`src/rtl/rgb_pwm_pkg.sv`:
```
// Shared definitions for the rgb_pwm output stage.
//   DUTY_W     : width of duty, shadow and phase values
//   ch_idx_e   : channel index (red, green, blue)
//   GAMMA_LUT  : 256-entry perceptual gamma table, g(d) = (d*d + 128) >> 8,
//                present only when RGB_PWM_GAMMA_EN is defined
package rgb_pwm_pkg;

    localparam int unsigned DUTY_W = 8;

    typedef enum logic [1:0] {
        CH_R = 2'd0,
        CH_G = 2'd1,
        CH_B = 2'd2
    } ch_idx_e;

`ifdef RGB_PWM_GAMMA_EN
    typedef logic [255:0][DUTY_W-1:0] gamma_lut_t;

    function automatic gamma_lut_t build_gamma_lut();
        gamma_lut_t lut;
        for (int unsigned d = 0; d < 256; d++) begin
            lut[8'(d)] = DUTY_W'((d * d + 32'd128) >> 8);
        end
        return lut;
    endfunction

    localparam gamma_lut_t GAMMA_LUT = build_gamma_lut();
`endif

endpackage

```
`src/rtl/pwm_channel.sv`:
```
// One PWM channel: double-buffered duty (shadow register), optional gamma
// map, and registered compare output.
// Optional feature: RGB_PWM_GAMMA_EN maps duty through GAMMA_LUT before the
// shadow load.
// Ports:
//   clock, reset_n : system clock, asynchronous active-low reset
//   enable         : 0 forces the output low
//   load           : capture duty into the shadow at this edge
//   duty           : raw duty value in PWM ticks
//   phase_next     : phase value being loaded at this edge
//   pwm            : registered PWM output, active high
module pwm_channel
    import rgb_pwm_pkg::*;
(
    input  logic              clock,
    input  logic              reset_n,
    input  logic              enable,
    input  logic              load,
    input  logic [DUTY_W-1:0] duty,
    input  logic [DUTY_W-1:0] phase_next,
    output logic              pwm
);

    logic [DUTY_W-1:0] duty_mapped;
    logic [DUTY_W-1:0] shadow_q, shadow_d;
    logic              pwm_q, pwm_d;

`ifdef RGB_PWM_GAMMA_EN
    assign duty_mapped = GAMMA_LUT[duty];
`else
    assign duty_mapped = duty;
`endif

    // Compare against the values that will be held after this edge, so the
    // output lines up with phase without an extra cycle of latency.
    always_comb begin
        shadow_d = load ? duty_mapped : shadow_q;
        pwm_d    = enable && (phase_next < shadow_d);
    end

    always_ff @(posedge clock or negedge reset_n) begin
        if (!reset_n) begin
            shadow_q <= '0;
            pwm_q    <= 1'b0;
        end else begin
            shadow_q <= shadow_d;
            pwm_q    <= pwm_d;
        end
    end

    assign pwm = pwm_q;

endmodule

```
`src/rtl/rgb_pwm.sv`:
```
// Three-channel PWM output stage for the RGB indicator LEDs. A shared
// prescaler and phase counter drive three pwm_channel instances; duty values
// take effect only at period boundaries.
// Optional feature: RGB_PWM_GAMMA_EN (gamma map on duty before shadow load).
// Parameters: PRESCALE clocks per tick (>=1), PERIOD ticks per period (2..256).
// Ports:
//   clock, reset_n         : system clock, asynchronous active-low reset
//   enable                 : 1 = run, 0 = outputs off and counters held at 0
//   duty_r, duty_g, duty_b : duty in PWM ticks high per period
//   pwm_r, pwm_g, pwm_b    : registered PWM outputs, active high
//   period_start           : one-clock pulse on the first clock of each period
module rgb_pwm
    import rgb_pwm_pkg::*;
#(
    parameter int unsigned PRESCALE = 200,
    parameter int unsigned PERIOD   = 250
) (
    input  logic              clock,
    input  logic              reset_n,
    input  logic              enable,
    input  logic [DUTY_W-1:0] duty_r,
    input  logic [DUTY_W-1:0] duty_g,
    input  logic [DUTY_W-1:0] duty_b,
    output logic              pwm_r,
    output logic              pwm_g,
    output logic              pwm_b,
    output logic              period_start
);

    localparam int unsigned       PRE_W      = (PRESCALE > 1) ? $clog2(PRESCALE) : 1;
    localparam logic [PRE_W-1:0]  PRE_LAST   = PRE_W'(PRESCALE - 1);
    localparam logic [DUTY_W-1:0] PHASE_LAST = DUTY_W'(PERIOD - 1);

    logic [PRE_W-1:0]  prescaler_q, prescaler_d;
    logic [DUTY_W-1:0] phase_q, phase_d;
    logic              enable_q;
    logic              period_start_q, period_start_d;
    logic              tick, wrap, start, load;
    logic [2:0]        pwm_vec;

    always_comb begin
        tick  = enable && (prescaler_q == PRE_LAST);
        wrap  = tick && (phase_q == PHASE_LAST);
        // First enabled clock after disable/reset is treated as a wrap so the
        // period restarts cleanly with fresh duties.
        start = enable && (!enable_q || wrap);
        // Shadows track duty continuously while disabled.
        load  = start || !enable;

        prescaler_d    = prescaler_q;
        phase_d        = phase_q;
        period_start_d = start;

        if (!enable || start) begin
            prescaler_d = '0;
            phase_d     = '0;
        end else begin
            prescaler_d = tick ? '0 : prescaler_q + 1'b1;
            if (tick) begin
                phase_d = phase_q + 1'b1;
            end
        end
    end

    always_ff @(posedge clock or negedge reset_n) begin
        if (!reset_n) begin
            prescaler_q    <= '0;
            phase_q        <= '0;
            enable_q       <= 1'b0;
            period_start_q <= 1'b0;
        end else begin
            prescaler_q    <= prescaler_d;
            phase_q        <= phase_d;
            enable_q       <= enable;
            period_start_q <= period_start_d;
        end
    end

    pwm_channel u_ch_r (
        .clock      (clock),
        .reset_n    (reset_n),
        .enable     (enable),
        .load       (load),
        .duty       (duty_r),
        .phase_next (phase_d),
        .pwm        (pwm_vec[CH_R])
    );

    pwm_channel u_ch_g (
        .clock      (clock),
        .reset_n    (reset_n),
        .enable     (enable),
        .load       (load),
        .duty       (duty_g),
        .phase_next (phase_d),
        .pwm        (pwm_vec[CH_G])
    );

    pwm_channel u_ch_b (
        .clock      (clock),
        .reset_n    (reset_n),
        .enable     (enable),
        .load       (load),
        .duty       (duty_b),
        .phase_next (phase_d),
        .pwm        (pwm_vec[CH_B])
    );

    assign pwm_r        = pwm_vec[CH_R];
    assign pwm_g        = pwm_vec[CH_G];
    assign pwm_b        = pwm_vec[CH_B];
    assign period_start = period_start_q;

endmodule

```
`config.mk`:
```
export PLATFORM = sky130hd
export DESIGN_NAME = rgb_pwm
export DESIGN_NICKNAME = d
export VERILOG_FILES = /design/src/rtl/rgb_pwm_pkg.sv /design/src/rtl/pwm_channel.sv /design/src/rtl/rgb_pwm.sv
export SDC_FILE = /design/constraint.sdc
export NUM_CORES = 1
export LEC_CHECK = 0
export BUFFER_PORTS_ARGS = -buffer_cell sky130_fd_sc_hd__clkbuf_2
export CAP_MARGIN = 20
export CORE_ASPECT_RATIO = 1.75
export CORE_MARGIN = 2
export CORE_UTILIZATION = 33
export CTS_CLUSTER_DIAMETER = 50
export DETAILED_ROUTE_END_ITERATION = 12
export GPL_TIMING_DRIVEN = 0
export PLACE_DENSITY_LB_ADDON = 0.12
export SYNTH_ARGS = -nofsm -noshare
export SYNTH_HDL_FRONTEND = slang
export SYNTH_SLANG_ARGS = --single-unit
```
`constraint.sdc`:
```
create_clock -name clock -period 4.14 [get_ports clock]
set_input_delay 0.414 -clock clock [delete_from_list [all_inputs] [get_ports clock]]
set_output_delay 0.414 -clock clock [all_outputs]
set_load 0.02 [all_outputs]
```
==> key figures, run 1 <==
Run status
  • Status: complete, no violations

Cells and area
  • Multi-input gate area: ~0.0012 mm^2
  • Final instance area: around 0.003 mm^2
  • Area grow syn2layout: 16.82%
  • FF/Latch Area: 0.001126 mm^2
  • Layout cell share with drive strength beyond 1: about 18%
  • FILL cells: 791
  • Fin nets: 318
  • # diodes: 0

Route
  • DRT Pass-1 Iters: 4
  • Post-DR wirelength/cell: 15.71 um
  • Initial DRC count: 44
  • WL final: 5577 um
  • Drt drc: 0
  • Final ANT Viol Nets: 0
  • Via count: 1788
  • Vias per cell: between 5 and 6

Power and ir drop
  • Static Leakage: between 1.5 and 2 nW
  • Worst VDD drop: 0.1673 mV
  • Clock share of power: 40.9%
  • Sequential power share: roughly half
  • Switch share: 22.96%
  • Cell internal pwr: 0.7423 mW
  • Psw: 0.2213 mW
  • Combinational share of power: 10.3%
  • Pwr per Cell Area: roughly 330 mW/mm^2

CTS
  • CTS clk-pin slew, worst paths: around 60 ps
  • Number of gates resized after cts: 0
  • Total CTS buffers: 5
  • # clock sinks: 45
  • CTS max path bufs: 2
  • CTS tree: built
  • Clock Latency Late Sink: 290 ps
  • Post CTS Setup Buffer Count: 0
  • CTS Hold Buffers Added: 0
  • H-tree levels: 2
  • Clock root buffer: clkbuf_16

Die
  • Die Height: 119.5 um
  • I/O pin cnt: 31
  • Initial core utilization: around 34%
  • Die area: 0.008363 mm^2
  • Row count: 42
  • Die Wd: 69.99 um
  • Core box area: 0.007462 mm^2

Global routing
  • Grt total ovfl: 0
  • First-pass GRT wire length: 9177 um
  • Largest net degree at the start of global routing: 26
  • Total Routing Usage GR: 14.55%
  • Vias in the first global route: between 1.5k and 2k
  • Initial antenna violation count: 0

Timing
  • Worst Skew: 4.046 ps
  • Final setup fails: 0
  • Slew headroom: a little under a quarter
  • Setup repair after global routing missed its margin: no
  • Final setup margin: between 700 and 800 ps
  • Final Hold Viols: 0
  • Share of the clock period used by the worst path: between 80% and 90%
  • Setup TNS: 0 ps
  • Fmax: 0.2966 GHz
  • Count of pins over their slew limit: 0
  • Worst-margin pin slew: around 1100 ps
  • Final worst path period need: roughly 3400 ps

Yosys
  • Mapped Cells: 229
  • Fraction of registers with async set/reset: 100.0%
  • Synth cell types: 43
  • Top FF cell, synth: dfrtp_1
  • Compound-cell area share of the yosys netlist: 10.55%
  • Simple-gate area share of the yosys netlist: 13.28%
  • Post-Synth Adder-Cell Area: about an eighth
  • Yosys top cell area share: 44.78%
  • Sequential fraction of the synthesis area: between 40% and 50%
  • Post-synth EDFFs: 0
  • Mapped Nets: 280
  • Largest family of logic cells by synthesized area: simple AND/OR/NAND/NOR gates
  • Mux cell area share after synthesis: between 8 and 9%
  • Syn Std Cell Area: 0.002515 mm^2
  • Most frequent cell after synthesis: dfrtp_1
  • Area leader, netlist: dfrtp_1
  • YS warnings: 0
  • #FFs+latches synth: 45
  • Synth Area in XOR/XNOR: ~4.5%
  • Post-synth top cells: 45 x dfrtp_1, 26 x inv_1, 24 x ha_1, 18 x mux2i_1, 17 x nor2_1
  • Mean post-synth cell area: 10.98 um^2
  • Main area contributors after synthesis: dfrtp_1 45%, ha_1 12%, mux2i_1 7.2%

Hold path
  • Worst Hold Class: in -> async

Critical path
  • Worst endpoint required time: around 4400 ps
  • Setup CP Type: reg -> reg
  • Critical path fanouts, max: 6
  • Critical path capture point type: flop
  • Startpoint Class: flop
  • Worst EP arrival: roughly 3600 ps

Placed design
  • DP HPWL: 4343 um
  • IO Port Bufs: 30
  • Gpl congestion: 0.8349
  • Placed Area: 0.002795 mm^2
  • Setup WS pre-CTS: approximately 750 ps

Flow run
  • Max-Cap Viols: 0
## worst max-delay path, stage by stage, from the launching register on
cell      delay [ps]
dfrtp_1          410
ha_1             270
nor4bb_1         910
nand4_1          210
xor2_1           190
nor2_1           340
ha_1             330
a21o_1           160
a22oi_1          180
nand4b_1         150
a21oi_1          150
## registers in the layout, indices dropped and copies added, names as in the netlist
signal	count
u_ch_r.pwm	1
u_ch_b.shadow_q	8
u_ch_g.shadow_q	8
u_ch_r.shadow_q	8
u_ch_b.pwm	1
u_ch_g.pwm	1
period_start	1
prescaler_q	8
phase_q	8
enable_q	1
## final timing paths
path                                               from                           end  slack (ps)  depth (start not counted)
setup / recovery               prescaler_q[0]$_DFF_PN0_          u_ch_r.pwm$_DFF_PN0_         770                         10
hold / removal                                  reset_n  u_ch_g.shadow_q[5]$_DFF_PN0_         100                          1
setup reg to reg               prescaler_q[0]$_DFF_PN0_          u_ch_r.pwm$_DFF_PN0_         770                         10
hold reg to reg            u_ch_r.shadow_q[2]$_DFF_PN0_  u_ch_r.shadow_q[2]$_DFF_PN0_         480                          2
max in group asynchronous                       reset_n  u_ch_r.shadow_q[0]$_DFF_PN0_        3510                          2
min in group clock                            duty_r[2]  u_ch_r.shadow_q[2]$_DFF_PN0_         360                          3
## layout make-up
class,count,share of cell area (%)
clock buffer,7,4.855
timing repair buffer,31,5.792
tap,88,3.748
multi-input combinational,151,41.78
sequential,45,38.33
inverter,26,3.322
buffer,7,2.172
## cells by family after synthesis
kind of cell,after synthesis
XOR/XNOR,13
multiplexers,21
flip-flops,45
buffers and inverters,33
AO/OA/AOI/OAI,34
adder cells (fa/ha/maj),24
AND/OR/NAND/NOR,59
## per-layer routing
layer  GRT usage (%)  part of all wire, %  vias to the layer above
met1           16.79                   41                      862
met3           2.961                  3.2                        7
met4           6.250                  2.2                        0
li1                -                    -                      895
met2           25.65                   54                       24
met5               0                    0                        -
## cells in the final DEF, fill, tap and decap left out, drive strengths merged, types with 4 or more instances in the layout
cell type / count
buf: 7
xnor2: 5
mux2i: 18
o2111ai: 6
nand4b: 4
nor3: 4
nand3: 7
nor2: 17
inv: 26
ha: 24
and3: 5
o21ai: 4
dfrtp: 45
xor2: 8
nand2: 8
clkbuf: 38
## power groups by stage
| stage | registers [mW] | clock network (mW) | logic, mW |
|---|---|---|---|
| 4_1_cts | 0.470 | 0.414 | 0.104 |
| 3_5_place_dp | 0.478 | 0 | 0.103 |
| 2_1_floorplan | 0.479 | 0 | 0.0576 |
| 3_3_place_gp | 0.478 | 0 | 0.0999 |
| 6_report | 0.470 | 0.394 | 0.0996 |
| 5_1_grt | 0.473 | 0.429 | 0.116 |
## metrics by stage
stage               power, mW  utilization (%)  hold WS [ps]  instances
CTS                    0.9876            39.37         126.5        355
global route            1.017            39.37         145.6        355
floorplan              0.5368                -         118.4        229
global placement       0.5776            37.19         469.4        347
finish                 0.9636            39.37         103.7        355
detailed placement     0.5814            37.46         440.0        348
Note: power is estimated with default switching activity, not from simulation.
==> run 2: changes to the inputs <==
--- a/config.mk
+++ b/config.mk
@@ -5,6 +5,7 @@
 export SDC_FILE = /design/constraint.sdc
 export NUM_CORES = 1
 export LEC_CHECK = 0
+export ABC_AREA = 1
 export BUFFER_PORTS_ARGS = -buffer_cell sky130_fd_sc_hd__clkbuf_2
 export CAP_MARGIN = 20
 export CORE_ASPECT_RATIO = 1.75
==> constraint.sdc (replaced) <==
create_clock -name clock -period 3.1 [get_ports clock]
set_input_delay 0.31 -clock clock [delete_from_list [all_inputs] [get_ports clock]]
set_output_delay 0.31 -clock clock [all_outputs]
set_load 0.02 [all_outputs]
==> run 2 against run 1 <==
First-iteration DRC count grew 75%. Sequential share of layout area is 1.8 points lower. Via count increased by 13%. Combinational power up 63%. Sequential power up 34%. Final area grew 4.9%. Core utilization decreased by 0.12 points. Maximum frequency is 20% higher. Global-route usage increased by 0.086 points. Critical endpoint is now u_ch_g.pwm$_DFF_PN0_. Largest power group unchanged.
==> key figures, run 2 <==
Yosys
  • Mean post-synth cell area: 8.826 um^2 (-20%)
  • #FFs+latches synth: 45 (unchanged)
  • Top FF cell, synth: dfrtp_1
  • Mapped Nets: 349 (+25%)
  • Post-synth EDFFs: 0 (unchanged)
  • Syn Std Cell Area: 0.002630 mm^2 (+4.6%)
  • Sequential fraction of the synthesis area: 42.82% (-2.0 points)
  • Fraction of registers with async set/reset: 100.0% (unchanged)
  • Most frequent cell after synthesis: dfrtp_1
  • Main area contributors after synthesis: dfrtp_1 43%, ha_1 11%, nand2_1 6.0%
  • Mapped Cells: 298 (+30%)
  • Yosys top cell area share: 42.82% (-2.0 points)
  • Post-synth top cells: 45 x dfrtp_1, 42 x nand2_1, 36 x inv_1, 24 x ha_1, 22 x nor2_1
  • YS warnings: 0 (unchanged)
  • Area leader, netlist: dfrtp_1
  • Synth cell types: 32 (-26%)

Cells and area
  • Layout cell share with drive strength beyond 1: 27.89% (+9.9 points)
  • Fin util: 39.25% (-0.12 points)
  • Fin nets: 388 (+22%)
  • Leading cell types in the layout, fill and taps excluded: 45 x dfrtp_1, 42 x nand2_1, 36 x inv_1
  • Area grow syn2layout: 17.22%
  • # diodes: 0 (unchanged)
  • Most common cell after layout, fill and taps aside: dfrtp_1
  • Final instance area: 0.003083 mm^2 (+4.9%)
  • Fin cells: 427 (+20%)

Placed design
  • DP Cell Count: 419 (+20%)
  • Placed Area: 0.002913 mm^2 (+4.2%)
  • Gpl congestion: 0.7754 (-7.1%)
  • DP HPWL: 4393 um (+1.2%)
  • IO Port Bufs: 30 (unchanged)

Timing
  • Worst-margin pin slew: 461.5 ps (-664.1 ps)
  • Final Hold Viols: 0 (unchanged)
  • Setup TNS: 0 ps (unchanged)
  • Final worst path period need: 2806 ps (-566.0 ps)
  • Setup repair after global routing missed its margin: no
  • Count of pins over their slew limit: 0 (unchanged)
  • Final setup fails: 0 (unchanged)
  • Share of the clock period used by the worst path: 90.51% (+9.1 points)
  • Slew headroom: 68.91% (+45 points)
  • Fmax: 0.3564 GHz (+20%)
  • Worst Skew: 1.711 ps (-2.335 ps)

Flow run
  • Max-Cap Viols: 0 (unchanged)

CTS
  • H-tree levels: 2 (unchanged)
  • # clock sinks: 45 (unchanged)
  • Post CTS Setup Buffer Count: 0 (unchanged)
  • CTS tree: built
  • Clock root buffer: clkbuf_16
  • Total CTS buffers: 5 (unchanged)
  • CTS clk-pin slew, worst paths: 60 ps (about the same)
  • Clock Latency Late Sink: 280 ps (about the same)
  • CTS max path bufs: 2 (unchanged)

Global routing
  • Grt total ovfl: 0 (unchanged)
  • First-pass GRT wire length: 9646 um (+5.1%)
  • Vias in the first global route: 2005 (+9.9%)
  • Met3 GRT Util: 2.730% (-0.23 points)
  • Gr busiest metal: met2
  • Total Routing Usage GR: 14.63% (+0.086 points)
  • Met2 GRT Util: 28.13% (+2.5 points)
  • Grt met1 use: 15.50% (-1.3 points)
  • Initial antenna violation count: 0 (unchanged)
  • Largest net degree at the start of global routing: 31 (+19%)

Critical path
  • Register-to-register setup slack: 290 ps (-470 ps)
  • Startpoint Class: flop
  • CP peak stage delay: 480 ps (-430 ps)
  • Worst r2r src: prescaler_q[0]$_DFF_PN0_
  • Worst EP arrival: 3010 ps (-570 ps)
  • Crit-path slowest cell: a311oi_2
  • Crit Reg-Reg Endpoint: u_ch_g.pwm$_DFF_PN0_
  • Setup CP Type: reg -> reg
  • Critical path fanouts, max: 10 (+4)
  • CP bufs+invs: 3 (+3)
  • FF-to-FF path depth: 15 (+5)
  • Worst path top cell family by delay: simple AND/OR/NAND/NOR gates
  • Crit path cell chain: ha_1 > nand2_1 > inv_2 > nand2_2 > nor2_4 > nand3_4 > nand3_4 > buf_2 > a311oi_2 > ha_1 > nand2_1 > inv_1 > nand3_1 > nand3_1 > a21oi_1
  • Worst endpoint required time: 3310 ps (-1040 ps)
  • Critical path capture point type: flop

Hold path
  • Worst Hold Class: in -> reg
  • Worst hold endpoint: enable_q$_DFF_PN0_
  • Hold-critical path depth: 1
  • Hold_sp: enable

Die
  • Row count: 43 (+2.4%)
  • Core box area: 0.007855 mm^2 (+5.3%)
  • I/O pin cnt: 31 (unchanged)
  • Die Wd: 71.49 um (+2.1%)
  • Die Height: 122.1 um (+2.2%)
  • Initial core utilization: 33.48% (-0.22 points)
  • Die area: 0.008728 mm^2 (+4.4%)

Power and ir drop
  • Static Leakage: 1.581 nW (+2.6%)
  • Pwr per Cell Area: 430.2 mW/mm^2 (+31%)
  • Worst VDD drop: 0.2647 mV (+58%)

Route
  • Drt drc: 0 (unchanged)
  • Final ANT Viol Nets: 0 (unchanged)
  • Initial DRC count: 77 (+75%)
  • DRT Pass-1 Iters: 4 (unchanged)
  • Via count: 2024 (+13%)
  • WL final: 5785 um (+3.7%)
  • Vias per cell: 4.740 (-5.9%)
  • Post-DR wirelength/cell: 13.55 um (-14%)

Run status
  • Status: complete, no violations
[run 2: cell families after synthesis]
logic type,share of synthesized area (%)
adder cells (fa/ha/maj),11.42
AO/OA/AOI/OAI,10.66
flip-flops,42.82
XOR/XNOR,1.998
buffers and inverters,10.18
AND/OR/NAND/NOR,22.93
[run 2: worst max path at each step]
stage / from / to / depth (start not counted)
after global placement: prescaler_q[0]$_DFF_PN0_ / u_ch_g.pwm$_DFF_PN0_ / 15
after detailed placement: prescaler_q[0]$_DFF_PN0_ / u_ch_b.pwm$_DFF_PN0_ / 15
after global routing: prescaler_q[0]$_DFF_PN0_ / u_ch_g.pwm$_DFF_PN0_ / 15
final: prescaler_q[0]$_DFF_PN0_ / u_ch_g.pwm$_DFF_PN0_ / 15
after floorplan: prescaler_q[0]$_DFF_PN0_ / u_ch_g.pwm$_DFF_PN0_ / 15
after CTS: prescaler_q[0]$_DFF_PN0_ / u_ch_g.pwm$_DFF_PN0_ / 15
[run 2: stage by stage]
stage	power, mW	hold WS, ps	setup slack, ps
2_1_floorplan	0.7444	14.41	714.6
3_3_place_gp	0.8013	461.9	64.51
3_5_place_dp	0.8071	287.2	36.50
4_1_cts	1.360	194.8	17.33
5_1_grt	1.403	199.6	29.71
6_report	1.326	203.8	294.1
[run 2: where the power goes]
part           switching [mW]  internal (mW)  leakage [nW]
clock network           0.217          0.317        0.0700
logic                  0.0973         0.0646         0.954
registers              0.0130          0.618         0.557
[run 2: layer usage]
layer / vias to the layer above / share of wire (%)
li1: 1030 / -
met1: 951 / 40
met2: 36 / 56
met3: 7 / 2.9
met4: 0 / 1.6
met5: - / 0
[run 2: cell type report]
| class | count | area (um^2) |
|---|---|---|
| Tap cell | 90 | 112.6 |
| Multi-Input combinational cell | 189 | 1254 |
| Inverter | 58 | 220.2 |
| Clock buffer | 7 | 142.6 |
| Fill cell | 801 | 4772 |
| Sequential cell | 45 | 1126 |
| Buffer | 6 | 47.55 |
| Timing Repair Buffer | 32 | 180.2 |
[run 2: repair_timing]
action	in CTS	in global routing
setup endpoints to repair	0	3
hold buffers	1	0
resized for setup	0	3
hold endpoints to repair	15	0
